## src/rtl/lsu_defs.sv

```systemverilog
// Shared load/store unit definitions: funct3 size/sign codes and FSM state encoding.
package lsu_defs;

   localparam logic [2:0] F3_B  = 3'b000;
   localparam logic [2:0] F3_H  = 3'b001;
   localparam logic [2:0] F3_W  = 3'b010;
   localparam logic [2:0] F3_BU = 3'b100;
   localparam logic [2:0] F3_HU = 3'b101;

   typedef enum logic [1:0] {
      S_IDLE = 2'd0,
      S_REQ  = 2'd1,
      S_RESP = 2'd2
   } lsu_state_e;

endpackage

```

## src/rtl/lsu_lane_align.sv

```systemverilog
// Byte-lane steering for stores, load-field extraction/extension, and access legality check.
module lsu_lane_align
   import lsu_defs::*;
(
   input  logic [1:0]  off,
   input  logic [2:0]  funct3,
   input  logic        is_store,
   input  logic [31:0] wdata,
   input  logic [31:0] mem_rdata,
   output logic [3:0]  mem_be,
   output logic [31:0] mem_wdata,
   output logic [31:0] load_data,
   output logic        fault
);

   logic [4:0]  shift;
   logic [31:0] field;

   assign shift = {off, 3'b000};
   assign field = mem_rdata >> shift;

   always_comb begin
      mem_be    = 4'b0000;
      mem_wdata = wdata;
      load_data = field;
      fault     = 1'b0;
      case (funct3)
         F3_B: begin
            mem_be    = 4'b0001 << off;
            mem_wdata = {24'b0, wdata[7:0]} << shift;
            load_data = {{24{field[7]}}, field[7:0]};
         end
         F3_H: begin
            mem_be    = 4'b0011 << off;
            mem_wdata = {16'b0, wdata[15:0]} << shift;
            load_data = {{16{field[15]}}, field[15:0]};
            fault     = off[0];
         end
         F3_W: begin
            mem_be    = 4'b1111;
            load_data = mem_rdata;
            fault     = (off != 2'b00);
         end
         // Unsigned variants exist only for loads.
         F3_BU: begin
            load_data = {24'b0, field[7:0]};
            fault     = is_store;
         end
         F3_HU: begin
            load_data = {16'b0, field[15:0]};
            fault     = is_store | off[0];
         end
         default: fault = 1'b1;
      endcase
   end

endmodule

```

## src/rtl/load_store_unit.sv

```systemverilog
// Memory-access stage: one req/ack data-memory transaction per start, with
// alignment checking, byte-lane steering, load extension and an ack timeout.
module load_store_unit
   import lsu_defs::*;
#(
   parameter int TIMEOUT_CYCLES = 255
) (
   input  logic        clk,
   input  logic        rst,
   input  logic        start,
   input  logic        is_store,
   input  logic [2:0]  funct3,
   input  logic [31:0] addr,
   input  logic [31:0] wdata,
   output logic        busy,
   output logic        done,
   output logic [31:0] rdata,
   output logic        misalign,
   output logic        bus_err,
   output logic        mem_req,
   output logic        mem_we,
   output logic [31:0] mem_addr,
   output logic [3:0]  mem_be,
   output logic [31:0] mem_wdata,
   input  logic        mem_ack,
   input  logic [31:0] mem_rdata
);

   localparam logic [15:0] CNT_LAST = 16'(TIMEOUT_CYCLES - 1);

   lsu_state_e  state_q, state_d;
   logic        is_store_q, is_store_d;
   logic [2:0]  funct3_q, funct3_d;
   logic [31:0] addr_q, addr_d;
   logic [31:0] wdata_q, wdata_d;
   logic [31:0] rdata_q, rdata_d;
   logic        misalign_q, misalign_d;
   logic        bus_err_q, bus_err_d;
   logic [15:0] cnt_q, cnt_d;

   logic        in_idle;
   logic [1:0]  lane_off;
   logic [2:0]  lane_funct3;
   logic        lane_store;
   logic [3:0]  lane_be;
   logic [31:0] lane_wdata;
   logic [31:0] lane_load;
   logic        lane_fault;

   // In IDLE the aligner judges the incoming request; afterwards it serves the registered one.
   assign in_idle     = (state_q == S_IDLE);
   assign lane_off    = in_idle ? addr[1:0] : addr_q[1:0];
   assign lane_funct3 = in_idle ? funct3    : funct3_q;
   assign lane_store  = in_idle ? is_store  : is_store_q;

   lsu_lane_align u_lane_align (
      .off       (lane_off),
      .funct3    (lane_funct3),
      .is_store  (lane_store),
      .wdata     (wdata_q),
      .mem_rdata (mem_rdata),
      .mem_be    (lane_be),
      .mem_wdata (lane_wdata),
      .load_data (lane_load),
      .fault     (lane_fault)
   );

   always_comb begin
      state_d    = state_q;
      is_store_d = is_store_q;
      funct3_d   = funct3_q;
      addr_d     = addr_q;
      wdata_d    = wdata_q;
      rdata_d    = rdata_q;
      misalign_d = misalign_q;
      bus_err_d  = bus_err_q;
      cnt_d      = cnt_q;
      case (state_q)
         S_IDLE: begin
            if (start) begin
               is_store_d = is_store;
               funct3_d   = funct3;
               addr_d     = addr;
               wdata_d    = wdata;
               misalign_d = lane_fault;
               bus_err_d  = 1'b0;
               cnt_d      = 16'd0;
               state_d    = lane_fault ? S_RESP : S_REQ;
            end
         end
         S_REQ: begin
            if (mem_ack) begin
               if (!is_store_q) rdata_d = lane_load;
               state_d = S_RESP;
            end else if (cnt_q == CNT_LAST) begin
               bus_err_d = 1'b1;
               state_d   = S_RESP;
            end else begin
               cnt_d = cnt_q + 16'd1;
            end
         end
         S_RESP:  state_d = S_IDLE;
         default: state_d = S_IDLE;
      endcase
   end

   always_ff @(posedge clk) begin
      if (rst) begin
         state_q    <= S_IDLE;
         is_store_q <= 1'b0;
         funct3_q   <= 3'b000;
         addr_q     <= 32'd0;
         wdata_q    <= 32'd0;
         rdata_q    <= 32'd0;
         misalign_q <= 1'b0;
         bus_err_q  <= 1'b0;
         cnt_q      <= 16'd0;
      end else begin
         state_q    <= state_d;
         is_store_q <= is_store_d;
         funct3_q   <= funct3_d;
         addr_q     <= addr_d;
         wdata_q    <= wdata_d;
         rdata_q    <= rdata_d;
         misalign_q <= misalign_d;
         bus_err_q  <= bus_err_d;
         cnt_q      <= cnt_d;
      end
   end

   assign busy      = !in_idle;
   assign done      = (state_q == S_RESP);
   assign misalign  = done & misalign_q;
   assign bus_err   = done & bus_err_q;
   assign rdata     = rdata_q;
   assign mem_req   = (state_q == S_REQ);
   assign mem_we    = mem_req & is_store_q;
   assign mem_addr  = {addr_q[31:2], 2'b00};
   assign mem_be    = (mem_req && is_store_q) ? lane_be : 4'b0000;
   assign mem_wdata = mem_req ? lane_wdata : 32'd0;

endmodule

```

## config.mk

```make
export PLATFORM = sky130hd
export DESIGN_NAME = load_store_unit
export DESIGN_NICKNAME = d
export VERILOG_FILES = /design/src/rtl/lsu_defs.sv /design/src/rtl/lsu_lane_align.sv /design/src/rtl/load_store_unit.sv
export SDC_FILE = /design/constraint.sdc
export NUM_CORES = 1
export LEC_CHECK = 0
export ABC_AREA = 1
export BUFFER_PORTS_ARGS = -buffer_cell sky130_fd_sc_hd__buf_2
export CELL_PAD_IN_SITES_DETAIL_PLACEMENT = 1
export CELL_PAD_IN_SITES_GLOBAL_PLACEMENT = 2
export CORE_UTILIZATION = 27
export CTS_CLUSTER_SIZE = 24
export DETAILED_ROUTE_END_ITERATION = 16
export GPL_ROUTABILITY_DRIVEN = 0
export PLACE_DENSITY = 0.83
export SLEW_MARGIN = 15
export SYNTH_ARGS = -nofsm -noshare
export SYNTH_HDL_FRONTEND = slang
export SYNTH_SLANG_ARGS = --single-unit
```

## constraint.sdc

```tcl
create_clock -name clk -period 1.95 [get_ports clk]
set_clock_uncertainty 0.2 [all_clocks]
set_input_delay 0.0975 -clock clk [delete_from_list [all_inputs] [get_ports clk]]
set_output_delay 0.0975 -clock clk [all_outputs]
set_load 0.005 [all_outputs]
```

### Yosys cells after proc, flatten, opt, wreduce, memory -nomap -nowiden

Cells that the tools add are included.

| operators by class | value |
|---|---|
| add/subtract/negate cells | 1 |
| equal/unequal tests | 12 |
| shift operators | 5 |
| mux-type cells | 22 |
| bitwise operators | 5 |
| reductions and logical operators | 11 |

Operators by type and width:

| operator | count |
|---|---|
| case mux 32 bit (5 select lines) | 1 |
| case mux 32 bit (2 select lines) | 1 |
| two-way mux 16 bit | 3 |
| two-way mux 32 bit | 1 |
| case mux 16 bit (2 select lines) | 1 |
| left shift 16 x 5 -> 32 bit | 1 |
| left shift 8 x 5 -> 32 bit | 1 |
| right shift 32 x 5 -> 32 bit | 1 |
| adder 16 x 1 -> 16 bit (second input constant) | 1 |
| equality test 16 x 8 -> 1 bit (second input constant) | 1 |
| case mux 4 bit (3 select lines) | 1 |
| two-way mux 2 bit | 5 |
| AND reduction 4 bit | 2 |
| equality test 3 bit (second input constant) | 2 |
| != test 2 bit (second input constant) | 3 |
| case mux 1 bit (5 select lines) | 1 |
| two-way mux 1 bit | 4 |
| two-way mux 4 bit | 1 |
| case mux 2 bit (2 select lines) | 1 |
| AND reduction 2 bit | 2 |
| nonzero test 2 bit | 2 |
| left shift 1 x 2 -> 4 bit (first input constant) | 1 |
| left shift 2 x 2 -> 4 bit (first input constant) | 1 |
| bitwise AND 1 bit | 3 |
| other kinds (15) | 15 |

| word-level totals | value |
|---|---|
| register bits after elaboration | 120 |
| input bits | 104 |
| output and inout port bits | 106 |
| logic and storage cells | 65 |

### Logic depth before layout (Yosys ltp)

| depth | value |
|---|---|
| word-level depth | 7 |
| gate-level depth with buffers | 13 |
| depth with buffers taken out | 11 |

### Modules after synthesis

From an unflattened synthesis, not the netlist that was laid out.

| unflattened totals | value |
|---|---|
| cell total of the unflattened synthesis | 1118 |
| area total of the unflattened synthesis | 6926.6 um^2 |

Modules (own cells, without submodules):

| module | instances | cells each | area an instance (um^2) | sequential area each (um^2) |
|---|---|---|---|---|
| load_store_unit | 1 | 788 | 5421.4 | 2402.3 |
| lsu_lane_align | 1 | 330 | 1505.2 | 0.0 |

### Least setup slack after synthesis

OpenSTA, ideal clock, no wires.

| timing path | value |
|---|---|
| path kind | reg2reg |
| start point | register state_q[1] |
| end point | register rdata_q[19] (netlist: rdata[19]) |
| library setup time | 0.117 ns |
| data arrival time | 1.487 ns |
| required time | 1.633 ns |
| slack | 0.146 ns |
| cell stages (with the launch flop) | 11 |
| buffers on the path | 2 |
| clock period less this slack | 1.804 ns |
| cell sequence | dfxtp_1 inv_2 nand2_4 buf_12 o21ai_4 nand3_1 nand3_4 buf_6 o211ai_2 nor2_1 nor2_1 |

| between the ends | value |
|---|---|
| word-level cells in the longest chain between the ends | 4 |
| elaborated cells between the ends (all ways) | 12 |
| those cells by class | eq/ne (5); shift (1); mux (3); reduce/logical (3) |

Ends and longest elaborated chain:

| element | RTL line | RTL |
|---|---|---|
| from (decl) | load_store_unit.sv:31 | `lsu_state_e state_q, state_d;` |
| from (signal assigned) | load_store_unit.sv:119 | `state_q <= state_d;` |
| logical NOT 2 bit | load_store_unit.sv:51 | `assign in_idle = (state_q == S_IDLE);` |
| two-way mux 2 bit or two-way mux 3 bit (tied branches) | load_store_unit.sv:52, load_store_unit.sv:53 |  |
| right shift 32 x 5 -> 32 bit, or another cell as far along | lsu_lane_align.sv:20 | `assign field = mem_rdata >> shift;` |
| case mux 32 bit (5 select lines) | lsu_lane_align.sv:27 | `case (funct3)` |
| to (signal assigned) | load_store_unit.sv:124 | `rdata_q <= rdata_d;` |
| to (decl) | load_store_unit.sv:36 | `logic [31:0] rdata_q, rdata_d;` |

Several ways; a longest one is shown, not always the timed one.
A chain may end at the register's enable or synchronous reset.

### Worst setup path after layout

| timing path | value |
|---|---|
| start point | register state_q[0] |
| end point | output port mem_be[2] |

| between the ends | value |
|---|---|
| word-level cells in the longest chain between the ends | 5 |
| elaborated cells between the ends (all ways) | 12 |
| those cells by class | eq/ne (3); shift (2); mux (4); reduce/logical (3) |

Ends and longest elaborated chain:

| element | RTL line | RTL |
|---|---|---|
| logical NOT 2 bit | load_store_unit.sv:51 |  |
| two-way mux 2 bit or two-way mux 3 bit (tied branches) | load_store_unit.sv:52, load_store_unit.sv:53 |  |
| left shift 2 x 2 -> 4 bit, or another cell as far along | lsu_lane_align.sv:34 | `mem_be = 4'b0011 << off;` |
| case mux 4 bit (3 select lines) | lsu_lane_align.sv:27 |  |
| two-way mux 4 bit (*) | load_store_unit.sv:139 | `assign mem_be = (mem_req && is_store_q) ? lane_be : 4'b0000;` |
| to (decl) | load_store_unit.sv:23 | `output logic [3:0] mem_be,` |

Every way passes the cells marked *; elsewhere a longest branch is shown, timed or not.

==> reports/results.ini <==
[status]
outcome = finished with violations
violations = negative setup slack

[synth]
yosys.area.top_type_share = 0.360
synth.most_common_cell = nor2_1
ys_types = 40
ys_warn_count = 0
syn_area_um2 = 6670
syn_inst = 1001
synthFlopType = dfxtp_1
yosysSeqAreaShare = 0.360
synth_area_leaders = dfxtp_1, o21ai_0, nor2_1
yosysTopAreaCell = dfxtp_1
synth_edf_count = 0
async_flop_share = 0
synth-seq-cells = 120
synthTopCellsByCount = nor2_1, o21ai_0, nand2_1
synth_area_per_cell_um2 = 6.67

[clock_network]
clk_latency_ps = 420
cts_made_buffers = 17
clock_sinks = 120
cts_tree = built
ctsHtreeMaxLevel = 4
cts-root-buf = clkbuf_16
cts.clk_slew.worst_paths_ps = 70
cts_buffer_depth = 2

[power]
power_density_nw_per_um2 = 1330
p_leak_nw = 5.14
max-vdd-ir-drop_v = 0.000653
power_mw = 15.0

[place]
dpl_worst_slack_ps = -219
placed_area_um2 = 8470
dpl.hpwl_mm = 19.8
placed_cells = 1542
port-buffer-count = 207

[sta]
setup_viol = 71
whs_ps = 218
final.setup.worst_slack_ps = -488
fmax_mhz = 410
finalHoldViolations = 0
period_share = 1.25
fin_crit_ps = 2440
finalSetupTns_ps = -21920
drv_slew = 0
rsz0062_at_grt = true

[worst_setup_path]
critPathMaxFanout = 6
r2r-start = state_q[1]$_SDFFE_PP0P_
rrSetupSlack_ps = -360
criticalPathCategory = reg2out
cp-end-kind = output pin
r2r_cells = 13
cp-startpoint = state_q[0]$_SDFFE_PP0P_
arrival_ps = 2140
startpoint_type = flip-flop
r2r-end = rdata[19]$_SDFFE_PP0P_
cp.required_ps = 1650

[cells_and_area]
num-nets-final = 1489
drive_above_1_share = 0.386
n_fill_cell = 2980
multi_input_area_um2 = 4070
final_cell_area_um2 = 11300
instances_no_fill = 1720
area_growth_pct = 69.1
final_core_utilization = 0.465
regArea_um2 = 2410
num_antenna_cells = 0

[hold_path]
hold_class = in2reg
min_from = addr[0]
min_to = rdata[7]$_SDFFE_PP0P_
hold_depth = 7

[global_route]
grt_pass1_vias = 8730
antenna_found_initial = 0
grt.overflow.total = 0
grt_start_max_net_pins = 80
grt_usage = 0.234
grt_pass1_wl_mm = 46.8

[routing]
viasPerCell = 4.86
drtPass1Iterations = 4
vias = 8356
drt_iter0_drc = 333
wirelength_mm = 30.6
route.detailed.drc = 0
wire_per_inst_um = 17.8
ant_nets = 0

[floorplan]
die-height_um = 159
ioPinCount = 210
num_rows = 57
start_util = 0.275
coreArea_um2 = 24200
die-area_um2 = 25400
die_x_um = 159

[run]
drv_cap = 0

-- kinds of logic (layout without fill, tap and decap cells) --
family | Yosys count | count (layout) | share of synthesized area
DFF | 120 | 120 | 0.360
other | 1 | 2 | 0.000562
and+or+nand+nor | 421 | 422 | 0.275
xor gates and xnor gates | 3 | 3 | 0.00394
AOI/OAI and AO/OA | 288 | 288 | 0.233
buffers and inverters | 166 | 559 | 0.124
adders and majority gates | 2 | 2 | 0.00375
-- worst max-delay path, cell delays in order (launching register included) --
cell and delay (ps):
dfxtp_4 360, nor2_4 150, buf_6 140, nand2_4 60
nand2_4 90, buf_4 130, buf_4 120, inv_2 40
nor2_4 140, nand2_4 100, o21ai_1 120, o21ai_1 100
inv_1 60, buf_2 110
-- flip-flops by register name, summed over array words and instances, names as in the netlist --
register and cells:
addr_q 32, rdata 32, wdata_q 32, cnt_q 16
funct3_q 3, state_q 2, bus_err_q 1, is_store_q 1
misalign_q 1
-- power by group --
group	total (mW)	internal, mW	switching (mW)
Sequential	3.36	3.02	0.341
Combinational	8.42	3.68	4.74
Clock	3.21	1.80	1.40
Total	15.0	8.51	6.48
-- layout by cell type, fill, tap and decap left out, types with 9 or more instances in the layout --
master and instances:
buf_2 204, nor2_1 169, o21ai_0 126, nand2_1 124
dfxtp_1 115, dlygate4sd3_1 103, buf_4 98, inv_1 64
a21oi_1 61, nand3_1 36, o21ai_2 29, buf_6 25
a21oi_2 23, o21ai_1 23, nor2_4 20, clkbuf_16 18
buf_12 17, nand4_1 16, nand2_2 15, nand2_4 11
inv_6 9
-- metal layers --
metal / global-route usage / wire, um / up-vias
met3: 0.0555 / 1610 / 47
li1: - / - / 4035
met4: 0.0940 / 648 / 0
met5: 0 / 0 / -
met2: 0.414 / 15700 / 250
met1: 0.269 / 12600 / 4024
-- worst max-delay path by stage --
stage	endpoint	slack [ps]	depth (start not counted)
finish	mem_be[2]	-490	13
global route	mem_be[2]	-560	13
CTS	mem_wdata[11]	-420	11
detailed placement	mem_wdata[10]	-220	11
global placement	mem_wdata[10]	-120	11
floorplan	rdata[19]$_SDFFE_PP0P_	150	10
-- area by class of cell --
| class | count | area share |
|---|---|---|
| Sequential cell | 120 | 0.214 |
| Clock inverter | 15 | 0.0135 |
| Multi-Input combinational cell | 717 | 0.361 |
| Timing Repair Buffer | 451 | 0.311 |
| Inverter | 76 | 0.0275 |
| Clock buffer | 17 | 0.0377 |
| Tap cell | 324 | 0.0359 |
-- timing repair --
item	in CTS	in global routing
gates resized for setup	130	111
endpoints found under the setup margin	79	94
pin swaps	30	34
buffers inserted	20	22
endpoints found under the hold margin	113	0
hold buffers	103	0
cloned	4	1
(Power assumes the default switching activity.)
